## src/rtl/axil2apb_bridge.sv

```systemverilog
// axil2apb_bridge: AXI4-Lite slave to APB master bridge, one transaction in flight
//   pclk, prst           : shared clock, asynchronous active-high reset
//   s_aw*/s_w*/s_b*      : AXI4-Lite write address, data and response channels
//   s_ar*/s_r*           : AXI4-Lite read address and data channels
//   paddr..pstrb         : APB master request outputs
//   prdata, pready       : APB slave returns
//   APB_TIMEOUT_EN       : when defined, ACCESS aborts with SLVERR after TIMEOUT_CYCLES
module axil2apb_bridge #(
    parameter int          APB_AW         = 32,
    parameter int          APB_DW         = 32,
    parameter logic [31:0] PERIPH_BA      = 32'h9000_0000,
    parameter logic [31:0] PERIPH_SIZE    = 32'h0001_0000,
    parameter int          TIMEOUT_CYCLES = 256
) (
    input  logic                pclk,
    input  logic                prst,
    input  logic [31:0]         s_awaddr,
    input  logic                s_awvalid,
    output logic                s_awready,
    input  logic [APB_DW-1:0]   s_wdata,
    input  logic [APB_DW/8-1:0] s_wstrb,
    input  logic                s_wvalid,
    output logic                s_wready,
    output logic [1:0]          s_bresp,
    output logic                s_bvalid,
    input  logic                s_bready,
    input  logic [31:0]         s_araddr,
    input  logic                s_arvalid,
    output logic                s_arready,
    output logic [APB_DW-1:0]   s_rdata,
    output logic [1:0]          s_rresp,
    output logic                s_rvalid,
    input  logic                s_rready,
    output logic [APB_AW-1:0]   paddr,
    output logic                psel,
    output logic                penable,
    output logic                pwrite,
    output logic [APB_DW-1:0]   pwdata,
    output logic [APB_DW/8-1:0] pstrb,
    input  logic [APB_DW-1:0]   prdata,
    input  logic                pready
);
    typedef enum logic [1:0] {IDLE, SETUP, ACCESS, RESP} state_t;
    state_t      state;
    logic        ptr_rd;
    logic        is_wr;
    logic [1:0]  resp;
    logic        wr_pend, rd_pend, grant_wr, grant_rd, hit, timeout;
    logic [31:0] req_addr;

    if (APB_DW != 32 || PERIPH_SIZE == 0 || (PERIPH_SIZE & (PERIPH_SIZE - 32'd1)) != 0 ||
        (PERIPH_BA & (PERIPH_SIZE - 32'd1)) != 0 || TIMEOUT_CYCLES < 2) begin : g_bad_cfg
        $error("axil2apb_bridge: unsupported parameter set");
    end

    // Write needs both AW and W; the pointer only arbitrates when both kinds are pending.
    always_comb begin
        wr_pend  = s_awvalid & s_wvalid;
        rd_pend  = s_arvalid;
        grant_wr = state == IDLE && !prst && wr_pend && (!rd_pend || !ptr_rd);
        grant_rd = state == IDLE && !prst && rd_pend && !grant_wr;
        req_addr = grant_wr ? s_awaddr : s_araddr;
        hit      = (req_addr & ~(PERIPH_SIZE - 32'd1)) == PERIPH_BA;
    end

    assign s_awready = grant_wr;
    assign s_wready  = grant_wr;
    assign s_arready = grant_rd;
    assign s_bresp   = resp;
    assign s_rresp   = resp;

`ifdef APB_TIMEOUT_EN
    localparam int TW = $clog2(TIMEOUT_CYCLES) + 1;
    logic [TW-1:0] to_cnt;
    assign timeout = to_cnt == TW'(TIMEOUT_CYCLES - 1);
`else
    assign timeout = 1'b0;
`endif

    always_ff @(posedge pclk or posedge prst) begin
        if (prst) begin
            state    <= IDLE;
            ptr_rd   <= 1'b0;
            is_wr    <= 1'b0;
            resp     <= 2'b00;
            s_bvalid <= 1'b0;
            s_rvalid <= 1'b0;
            s_rdata  <= '0;
            paddr    <= '0;
            psel     <= 1'b0;
            penable  <= 1'b0;
            pwrite   <= 1'b0;
            pwdata   <= '0;
            pstrb    <= '0;
`ifdef APB_TIMEOUT_EN
            to_cnt   <= '0;
`endif
        end else begin
            case (state)
                IDLE: if (grant_wr || grant_rd) begin
                    is_wr <= grant_wr;
                    if (wr_pend && rd_pend) ptr_rd <= !ptr_rd;
`ifdef APB_TIMEOUT_EN
                    to_cnt <= '0;
`endif
                    if (hit) begin
                        state  <= SETUP;
                        psel   <= 1'b1;
                        paddr  <= req_addr[APB_AW-1:0];
                        pwrite <= grant_wr;
                        pstrb  <= grant_wr ? s_wstrb : '0;
                        if (grant_wr) pwdata <= s_wdata;
                    end else begin
                        // Decode miss answers directly, the APB bus stays untouched.
                        state    <= RESP;
                        resp     <= 2'b11;
                        s_bvalid <= grant_wr;
                        s_rvalid <= grant_rd;
                        if (grant_rd) s_rdata <= '0;
                    end
                end
                SETUP: begin
                    state   <= ACCESS;
                    penable <= 1'b1;
                end
                ACCESS: if (pready || timeout) begin
                    state    <= RESP;
                    psel     <= 1'b0;
                    penable  <= 1'b0;
                    resp     <= pready ? 2'b00 : 2'b10;
                    s_bvalid <= is_wr;
                    s_rvalid <= !is_wr;
                    if (!is_wr) s_rdata <= pready ? prdata : '0;
                end else begin
`ifdef APB_TIMEOUT_EN
                    to_cnt <= to_cnt + TW'(1);
`endif
                end
                RESP: if ((s_bvalid && s_bready) || (s_rvalid && s_rready)) begin
                    state    <= IDLE;
                    s_bvalid <= 1'b0;
                    s_rvalid <= 1'b0;
                end
                default: state <= IDLE;
            endcase
        end
    end
endmodule

```

## config.mk

```make
export PLATFORM = sky130hd
export DESIGN_NAME = axil2apb_bridge
export DESIGN_NICKNAME = d
export VERILOG_FILES = /design/src/rtl/axil2apb_bridge.sv
export SDC_FILE = /design/constraint.sdc
export NUM_CORES = 1
export LEC_CHECK = 0
export CORE_MARGIN = 2
export CORE_UTILIZATION = 38
export CTS_CLUSTER_DIAMETER = 150
export DETAILED_ROUTE_END_ITERATION = 12
export GPL_TIMING_DRIVEN = 0
export HOLD_SLACK_MARGIN = 0.08
export PLACE_DENSITY = 0.78
export SLEW_MARGIN = 20
export SYNTH_ARGS = -nofsm -noshare
export SYNTH_HDL_FRONTEND = slang
export SYNTH_SLANG_ARGS = --single-unit
```

## constraint.sdc

```tcl
create_clock -name pclk -period 4 [get_ports pclk]
set_input_delay 0.6 -clock pclk [delete_from_list [all_inputs] [get_ports pclk]]
set_output_delay 0.6 -clock pclk [all_outputs]
set_load 0.02 [all_outputs]
```

# Word-level counts from Yosys, hierarchy flattened
# Index checks and enable logic that the tools add are counted.
# classes
eq_ne,11
mux,31
bitwise,1
n_reduce_logical,30
# op_table
op,count
$mux 32,6
$pmux 32 s2,1
$eq 16x16->1 const B,1
$mux 2,7
$ne 2x2->1 const B,6
$reduce_and 4->1,3
$mux 1,10
$reduce_and 3->1,3
$logic_and 1x1->1,8
$pmux 2 s4,1
$pmux 1 s3,2
$reduce_and 6->1,1
$logic_not 1->1,5
$reduce_and 5->1,1
$eq 2x2->1 const B,2
$mux 4,1
$pmux 1 s2,2
$pmux 2 s2,1
$reduce_and 2->1,2
$reduce_bool 2->1,2
$logic_or 1x1->1,3
$reduce_bool 3->1,1
$eq 2x1->1 const B,1
$logic_not 2->1,1
other kinds (2),2
# totals
reg_bits,111
in_bits,140

# Depth between registers and ports, before layout
# Gate-level depths: netlist of run 1.
# logic_depth
word_depth,10
mapped_depth,9

# Worst setup path before layout of run 1
# No wires, ideal clock.
# synth_path
kind,input to register
startpoint,input s_awaddr[20]
endpoint,register paddr[14]
t_arrival_ns,2.273
required_ns,3.918
path_slack_ns,1.645
cell_stages,6
cell_sequence,or4b_1 > or4_4 > o22ai_4 > buf_4 > nor2_1 > a31oi_1
# synth_between
elab_chain_len,3
# synth_rtl
element,line,text
start: declaration,17,"input logic [31:0] s_awaddr,"
$mux 32,62,req_addr = grant_wr ? s_awaddr : s_araddr;
$eq 16x16->1,63,hit = (req_addr & ~(PERIPH_SIZE - 32'd1)) == PERIPH_BA;
$reduce_and 3->1 (no line),-,
end signal: assignment,109,paddr <= req_addr[APB_AW-1:0];
end: declaration,34,"output logic [APB_AW-1:0] paddr,"
# Every way passes these cells.
# A chain may end at the register's enable or synchronous reset.

# Final worst setup path of run 1
# layout_path
startpoint,register state[1]
endpoint,output s_arready
# layout_between
elab_chain_len,6
elab_cells_between_ends,7
# layout_rtl
element,line,text
start: declaration,44,state_t state;
start signal: assignment,82,state <= IDLE;
start signal: assignment,107,state <= SETUP;
start signal: assignment,115,state <= RESP;
$logic_not 2->1 *,"60, 61",
$logic_and 1x1->1 *,"60, 61",
$logic_and 1x1->1 (2 in a row),60,grant_wr = state == IDLE && !prst && wr_pend && (!rd_pend || !ptr_rd);
$logic_not 1->1,61,grant_rd = state == IDLE && !prst && rd_pend && !grant_wr;
$logic_and 1x1->1 *,61,
end: declaration,29,"output logic s_arready,"
# Mark *: on every way between the ends. The rest lies on a longest branch, timed or not.

==> flow_summary.toml, run 1 <==
[synth]
ys_ff_latch = 110
netlist_area_sq_um = 4780
synth.avg_cell_area_sq_um = 10.1
yosys_warnings = 0
seq_area_frac_synth_pct = 57.5
synthesis.nets = 621
synthCells = 475
synthArstFlopShare_pct = 100
ys.flop_type = "dfrtp_1"
synth_edf_count = 0
ys_types = 40

[floorplanning]
die_area_sq_um = 13500
initial_utilization_pct = 39.3
chipHeight_um = 116
num_rows = 40
core_sq_um = 12200
die_w_um = 116
ios = 252

[timing]
worst_slew_pin_slew_ns = 0.691
grt_setup_unrepaired = "false"
hold_viol = 0
finalMaxSlewViolations = 0
fin_crit_ns = 3.26
post-route-worst-setup-slack_ns = 0.744
setup_viol = 0
max_freq_mhz = 307
post-route-period-util_pct = 81.4
slew_headroom_pct = 53.9
fin_worst_skew_ns = 0.00585

[drt]
drc = 0
num_vias = 4249
drt_iter0_drc = 154
drt-wirelength-per-cell_um = 15.0
drt-vias-per-instance = 4.66
antenna_left = 0
drt-total-wl_um = 13700
dr.pass1.iters = 4

[layout]
postLayoutCoreUtil_pct = 64.6
fin_nets = 884
diodes = 0
drive_gt1_share_pct = 5.11
fillers = 999
layout_commonest_cell = "clkdlybuf4s50_1"
area_delta_synth_final_pct = 64.2
layout_common_cells = "clkdlybuf4s50_1, nand2_1, dfrtp_1"

[grt]
first_global_vias = 4479
grt_max_degree = 67
grt_use_total_pct = 20.5
grt_antenna_before_repair = 0
grt_overflow = 0
grt_pass1_wl_um = 21500

[clock_network]
cts_sinks = 110
postCtsSetupBuffers = 0
cts_made_buffers = 9
clkSlewWorstSetupHoldPaths_ns = 0.07
cts_resized = 0
cts_max_path_buffers = 2
tritoncts = "done"
hold_buffers = 0
clock_latency_ns = 0.34
clockRootBuffer = "clkbuf_16"
htreeDepth = 3

[setup_path]
critPathLaunch = "state[1]$_DFFE_PP0P_"
reg2reg_depth = 9
cp-start-kind = "flop"
path_max_fanout = 7
required_ns = 3.40
crit_slowest_cell = "clkdlybuf4s50_1"
critPathKind = "flop to output pin"
slowest_delay_ns = 0.66
timing.rr.start = "state[1]$_DFFE_PP0P_"
endpoint_kind = "output pin"
arrival_ns = 2.66
crit_chain = "inv_1 -> ha_1 -> nor2b_1 -> o211ai_1 -> inv_1 -> clkdlybuf4s50_1"
critPathMostFrequentCell = "inv_1"

[worst_hold_path]
hold_depth = 2
min-delay-start = "pwdata[28]$_DFFE_PP0P_"
min_path_type = "flop to flop"

[power]
cellPowerDensity_nw_per_um2 = 481
ir_worst_vdd_uv = 199
fin_total_pwr_mw = 3.78
p_leak_nw = 3.70

[placed_design]
pre_cts_slack_ns = 0.835
gp_congestion = 0.780
io_buffers = 251
place_hpwl_um = 10700

[run]
cap_violations = 0

[run_status]
run_status = "completed"
[worst paths after layout]
check                                         end  slack, ns
setup / recovery                        s_arready       0.74
hold / removal             pwdata[28]$_DFFE_PP0P_       0.47
setup reg to reg           s_rdata[5]$_DFFE_PP0P_       1.19
hold reg to reg            pwdata[28]$_DFFE_PP0P_       0.47
max in group asynchronous  pwdata[26]$_DFFE_PP0P_       2.61
min in group asynchronous    paddr[3]$_DFFE_PP0P_       0.73
[cells by family after synthesis]
group	Yosys count	share of synthesized area, %
XOR/XNOR	1	0.183
AND/OR/NAND/NOR	196	18.3
multiplexers	49	10.3
adder cells (fa/ha/maj)	6	1.57
buffers and inverters	69	6.51
AO/OA/AOI/OAI	44	5.65
flip-flops	110	57.5
[Yosys cell counts (all sizes together) (3+ instances only)]
master	count	area, sq um
a21oi	22	110
a22oi	4	30.0
a31oi	3	18.8
and2	14	87.6
buf	15	109
clkbuf	9	33.8
dfrtp	110	2750
ha	6	75.1
inv	45	169
mux2i	48	480
nand2	137	514
nand3	4	20.0
nor2	19	87.6
nor4	4	25.0
o21ai	7	35.0
or4	3	26.3
[metal layers]
metal	vias up	global-route usage, %	part of all wire [%]
met1	2024	23.9	41
met5	-	0	0
met4	0	7.62	1.7
li1	2051	-	-
met2	158	36.0	50
met3	16	6.12	7.3
[final cells by class]
| cell class | count | area, sq um | share of cell area (%) |
|---|---|---|---|
| clock inverter | 4 | 70.1 | 0.892 |
| timing repair buffer | 252 | 2540 | 32.3 |
| sequential | 110 | 2750 | 35.0 |
| multi-input combinational | 296 | 1720 | 21.9 |
| buffer | 24 | 143 | 1.82 |
| inverter | 45 | 174 | 2.21 |
| tap | 168 | 210 | 2.68 |
| clock buffer | 12 | 246 | 3.14 |
[metrics by stage]
stage / instance area [sq um] / instances / setup TNS [ns] / hold WS (ns)
after floorplan: 4780 / 475 / 0 / 0.468
after global placement: 7510 / 894 / -116.79 / 0.450
after detailed placement: 7540 / 895 / 0 / 0.451
after CTS: 7860 / 911 / 0 / 0.472
after global routing: 7860 / 911 / 0 / 0.495
final: 7860 / 911 / 0 / 0.466
[state kept, by name, summed over array words and instances (netlist names)]
| name | count |
|---|---|
| s_bresp | 1 |
| s_rvalid | 1 |
| pwdata | 32 |
| psel | 1 |
| pstrb | 4 |
| penable | 1 |
| is_wr | 1 |
| s_bvalid | 1 |
| state | 2 |
| ptr_rd | 1 |
| pwrite | 1 |
| s_rdata | 32 |
| paddr | 32 |
[power breakdown]
| group | switching [mW] | total, mW | internal [mW] |
|---|---|---|---|
| Clock | 0.397 | 0.962 | 0.565 |
| Sequential | 0.109 | 1.39 | 1.28 |
| Combinational | 0.720 | 1.42 | 0.702 |
[worst max-delay path, delay by kind of cell (launching register included)]
kind | cells | cell delay, ns
AOI/OAI and AO/OA | 1 | 0.26
and+or+nand+nor | 1 | 0.28
DFF | 1 | 0.41
buffers and inverters | 3 | 1.04
adders and majority gates | 1 | 0.31
No activity file was read; power rests on OpenSTA's default activity.
==> run 2, diff against run 1 <==
--- a/config.mk
+++ b/config.mk
@@ -6,12 +6,12 @@
 export NUM_CORES = 1
 export LEC_CHECK = 0
 export CORE_MARGIN = 2
-export CORE_UTILIZATION = 38
+export CORE_UTILIZATION = 36
 export CTS_CLUSTER_DIAMETER = 150
 export DETAILED_ROUTE_END_ITERATION = 12
 export GPL_TIMING_DRIVEN = 0
 export HOLD_SLACK_MARGIN = 0.08
-export PLACE_DENSITY = 0.78
+export PLACE_DENSITY = 0.77
 export SLEW_MARGIN = 20
 export SYNTH_ARGS = -nofsm -noshare
 export SYNTH_HDL_FRONTEND = slang
==> constraint.sdc (replaced) <==
create_clock -name pclk -period 2.6 [get_ports pclk]
set_input_delay 0.39 -clock pclk [delete_from_list [all_inputs] [get_ports pclk]]
set_output_delay 0.39 -clock pclk [all_outputs]
set_load 0.02 [all_outputs]
==> flow_summary.toml, run 2 (synthesis results as in run 1) <==
[floorplanning]
die_area_sq_um = 14200
die_w_um = 119
ios = 252
chipHeight_um = 119
initial_utilization_pct = 36.6
num_rows = 42
core_sq_um = 13100

[setup_path]
r2r_slack_ns = 0.35
cp-start-kind = "input pin"
arrival_ns = 2.72
timing.rr.start = "state[0]$_DFFE_PP0P_"
path_max_fanout = 10
r2r-end = "paddr[0]$_DFFE_PP0P_"
critPathKind = "input pin to flop"
required_ns = 2.86
endpoint_kind = "flop"
reg2reg_depth = 8

[timing]
fin_worst_skew_ns = 0.00505
post-route-period-util_pct = 94.5
hold_viol = 0
slew_headroom_pct = 60.5
finalMaxSlewViolations = 0
worst_slew_pin_slew_ns = 0.592
fin_setup_tns_ns = 0
grt_setup_unrepaired = "false"
fin_crit_ns = 2.46
max_freq_mhz = 407
setup_viol = 0

[grt]
grt_antenna_before_repair = 0
first_global_vias = 4451
grt_use_total_pct = 19.9
grt_max_degree = 36
grt_overflow = 0
grt_pass1_wl_um = 22300

[layout]
final_cell_area_sq_um = 7960
fillers = 1066
fin_nets = 888
layout_commonest_cell = "clkdlybuf4s50_1"
layout_common_cells = "clkdlybuf4s50_1, nand2_1, dfrtp_1"
drive_gt1_share_pct = 6.83
area_delta_synth_final_pct = 66.3
multiInputGateArea_sq_um = 1750
regArea_sq_um = 2750
diodes = 0
reg.largest.list = "paddr x32, pwdata x32, s_rdata x32"

[clock_network]
clock_latency_ns = 0.34
cts_made_buffers = 9
htreeDepth = 3
clkSlewWorstSetupHoldPaths_ns = 0.07
cts_sinks = 110
tritoncts = "done"
clockRootBuffer = "clkbuf_16"
cts_max_path_buffers = 2

[placed_design]
place_area_sq_um = 7580
io_buffers = 251
gp_congestion = 0.821
place_hpwl_um = 10800

[power]
ir_worst_vdd_uv = 291
p_leak_nw = 3.72
cellPowerDensity_nw_per_um2 = 736

[run]
cap_violations = 0

[run_status]
run_status = "completed"

[worst_hold_path]
hold_depth = 2
holdPathEnd = "pwdata[11]$_DFFE_PP0P_"
min-delay-start = "pwdata[11]$_DFFE_PP0P_"
min_path_type = "flop to flop"

[drt]
num_vias = 4271
drc = 0
drt-wirelength-per-cell_um = 15.0
drt-total-wl_um = 13800
drt-vias-per-instance = 4.63
dr.pass1.iters = 4
antenna_left = 0
drt_iter0_drc = 152
[run 2: power breakdown]
| group | internal, mW | switching, mW | total [mW] |
|---|---|---|---|
| Clock | 0.843 | 0.601 | 1.44 |
| Sequential | 1.98 | 0.165 | 2.14 |
| Combinational | 1.14 | 1.13 | 2.27 |
| Total | 3.96 | 1.89 | 5.85 |
[run 2: layer usage]
| metal | global-route usage, % | vias to the layer above | routed length [um] |
|---|---|---|---|
| met1 | 23.9 | 2018 | 5570 |
| met2 | 33.8 | 165 | 6970 |
| met3 | 5.32 | 25 | 963 |
| met4 | 7.89 | 0 | 306 |
| li1 | - | 2063 | - |
| met5 | 0 | - | 0 |
[run 2: through the flow]
stage	std cells	hold WS, ns	util (%)	total power, mW	worst slack [ns]
3_5_place_dp	905	0.454	57.9	4.38	-0.326
6_report	923	0.467	60.8	5.85	0.144
5_1_grt	923	0.494	60.8	6.21	0.0491
3_3_place_gp	902	0.451	57.5	4.30	-0.282
4_1_cts	921	0.472	60.4	5.87	0.0330
2_1_floorplan	475	0.468	-	3.41	0.247
[run 2: worst max-delay path by stage]
stage / startpoint / end / slack (ns) / depth (start not counted)
after floorplan: state[0]$_DFFE_PP0P_ / s_rdata[0]$_DFFE_PP0P_ / 0.25 / 9
after global placement: s_awaddr[20] / paddr[16]$_DFFE_PP0P_ / -0.28 / 6
after detailed placement: s_awaddr[29] / paddr[21]$_DFFE_PP0P_ / -0.33 / 6
after CTS: state[1]$_DFFE_PP0P_ / s_arready / 0.03 / 6
after global routing: state[0]$_DFFE_PP0P_ / s_wready / 0.05 / 7
final: s_awaddr[29] / s_rdata[1]$_DFFE_PP0P_ / 0.14 / 8
[run 2: timing repair]
item / in CTS / in global routing
pin swaps: 1 / 2
setup buffers: 0 / 2
setup endpoints to repair: 43 / 77
gates resized for setup: 9 / 7
hold buffers: 0 / 0
[run 2: layout make-up]
class                   instances  area share [%]
flip-flops and latches        110            34.6
repair buffers                256            32.7
multi-input cells             296            22.0
clock buffers                  10            2.88
well taps                     176            2.77
inverters                      45            2.20
plain buffers                  24            1.81
clock inverters                 6            1.09
[run 2: critical path, stage by stage]
cell and delay (ns):
clkdlybuf4s50_1 0.42, or4_1 0.58, or4_4 0.62, nor2_8 0.18, nor3_4 0.07, buf_12 0.14
buf_6 0.15, mux2i_1 0.17
==> run 3, diff against run 2 <==
--- a/config.mk
+++ b/config.mk
@@ -5,7 +5,6 @@
 export SDC_FILE = /design/constraint.sdc
 export NUM_CORES = 1
 export LEC_CHECK = 0
-export CORE_MARGIN = 2
 export CORE_UTILIZATION = 36
 export CTS_CLUSTER_DIAMETER = 150
 export DETAILED_ROUTE_END_ITERATION = 12
==> flow_summary.toml, run 3 (synthesis results as in run 1) <==
[floorplanning]
ios = 252
die_area_sq_um = 13800
num_rows = 41
chipHeight_um = 117
core_sq_um = 12800
initial_utilization_pct = 37.5
die_w_um = 117

[timing]
post-route-period-util_pct = 96.0
finalMaxSlewViolations = 0
setup_viol = 0
hold_viol = 0
slew_headroom_pct = 61.7
fin_crit_ns = 2.50
post-route-worst-setup-slack_ns = 0.104
fin_worst_skew_ns = 0.00701
max_freq_mhz = 401
worst_slew_pin_slew_ns = 0.575
grt_setup_unrepaired = "false"

[layout]
multiInputGateArea_sq_um = 1750
diodes = 0
fillers = 1067
layout_commonest_cell = "clkdlybuf4s50_1"
final_cell_area_sq_um = 7910
drive_gt1_share_pct = 6.29
layout_common_cells = "clkdlybuf4s50_1, nand2_1, dfrtp_1"
regArea_sq_um = 2750
fin_nets = 889
reg.largest.list = "paddr x32, pwdata x32, s_rdata x32"
postLayoutCoreUtil_pct = 61.9
area_delta_synth_final_pct = 65.4
layoutNonFillerInstCount = 919

[clock_network]
clockRootBuffer = "clkbuf_16"
clock_latency_ns = 0.34
tritoncts = "done"
htreeDepth = 3
cts_made_buffers = 9
cts_sinks = 110
clkSlewWorstSetupHoldPaths_ns = 0.07
cts_max_path_buffers = 2

[grt]
grt_overflow = 0
grt_use_total_pct = 20.2
grt_max_degree = 34
grt_antenna_before_repair = 0
first_global_vias = 4299
grt_pass1_wl_um = 21100

[power]
p_switching_mw = 1.87
ir_worst_vdd_uv = 313
clock_power_share_pct = 23.5
p_seq_share_pct = 37.2
cellPowerDensity_nw_per_um2 = 727
fin_total_pwr_mw = 5.75
p_int_mw = 3.89
p_comb_share_pct = 39.3
netSwitchingFraction_pct = 32.4
p_leak_nw = 3.71

[setup_path]
reg2reg_depth = 10
timing.rr.start = "state[1]$_DFFE_PP0P_"
crit_chain = "clkdlybuf4s50_1 -> or4b_1 -> or4_4 -> nor2_8 -> nor3_4 -> buf_4 -> buf_6 -> mux2i_1"
endpoint_kind = "flop"
required_ns = 2.82
arrival_ns = 2.71
crit_slowest_cell = "or4_4"
path_max_fanout = 10
critPathLaunch = "s_awaddr[21]"
slowest_delay_ns = 0.63
cp-start-kind = "input pin"
critPathKind = "input pin to flop"

[drt]
dr.pass1.iters = 4
num_vias = 4255
drt_iter0_drc = 177
antenna_left = 0
drt-wirelength-per-cell_um = 14.7
drt-total-wl_um = 13500
drt-vias-per-instance = 4.63
drc = 0

[placed_design]
gp_congestion = 0.763
place_area_sq_um = 7580
place_inst = 901
pre_cts_slack_ns = -0.249
place_hpwl_um = 10600
io_buffers = 251

[run]
cap_violations = 0

[worst_hold_path]
min_path_type = "flop to flop"
hold_depth = 2
min-delay-start = "pwdata[13]$_DFFE_PP0P_"

[run_status]
run_status = "completed"
## run 3: cell types whose count changed in the layout (fill, tap and decap cells not counted)
cell / previous run / this run
clkinv_4: 1 / 0
buf_12: 4 / 3
bufinv_16: 2 / 1
a22oi_2: 1 / 0
clkbuf_8: 0 / 1
clkinvlp_4: 2 / 1
a21o_1: 1 / 0
clkinv_2: 2 / 0
a21o_2: 0 / 1
a22oi_1: 3 / 4
inv_1: 40 / 41
inv_2: 3 / 2
clkbuf_1: 9 / 12
buf_4: 7 / 9
## run 3: critical path: cells and delay by family
family | cells | cell delay, ns
buffers and inverters | 3 | 0.75
multiplexers | 1 | 0.13
AND/OR/NAND/NOR | 4 | 1.44
## run 3: area by class of cell
| type | count | share of cell area, % |
|---|---|---|
| flip-flops and latches | 110 | 34.8 |
| repair buffers | 257 | 32.8 |
| multi-input cells | 296 | 22.1 |
| clock buffers | 14 | 3.21 |
| well taps | 172 | 2.72 |
| inverters | 45 | 2.21 |
| plain buffers | 24 | 1.82 |
| clock inverters | 1 | 0.380 |
## run 3: what timing repair did
| item | 4_1_cts | 5_1_grt |
|---|---|---|
| gates cloned | 0 | 0 |
| hold endpoints to repair | 0 | 0 |
| setup endpoints to repair | 34 | 46 |
| pin swaps | 1 | 1 |
| hold buffers | 0 | 0 |
| gates resized for setup | 9 | 5 |
| buffers inserted | 0 | 3 |
## run 3: metal layers
layer	up-vias	part of all wire (%)	global-route usage, %
met2	157	51	36.7
met1	2024	39	22.3
met5	-	0	0
met4	0	1.0	6.33
li1	2065	-	-
met3	9	8.8	6.49
## run 3: final timing paths
kind | slack, ns | to
max in group asynchronous | 1.32 | pwdata[24]$_DFFE_PP0P_
min in group asynchronous | 0.54 | paddr[9]$_DFFE_PP0P_
worst min register to register | 0.46 | pwdata[13]$_DFFE_PP0P_
worst max register to register | 0.24 | s_rdata[24]$_DFFE_PP0P_
worst min-delay path | 0.46 | pwdata[13]$_DFFE_PP0P_
worst max-delay path | 0.10 | s_rdata[24]$_DFFE_PP0P_
## run 3: stage by stage
stage / setup TNS (ns) / hold WS (ns)
5_1_grt: 0 / 0.486
3_5_place_dp: -18.51 / 0.456
6_report: 0 / 0.464
2_1_floorplan: 0 / 0.468
4_1_cts: 0 / 0.471
3_3_place_gp: -38.64 / 0.451
## run 3: power by group through the flow
stage	Clock (mW)	Combinational, mW	Sequential, mW
2_1_floorplan	0	0.974	2.43
3_3_place_gp	0	2.14	2.16
3_5_place_dp	0	2.22	2.17
4_1_cts	1.40	2.23	2.14
5_1_grt	1.46	2.47	2.17
6_report	1.35	2.26	2.14
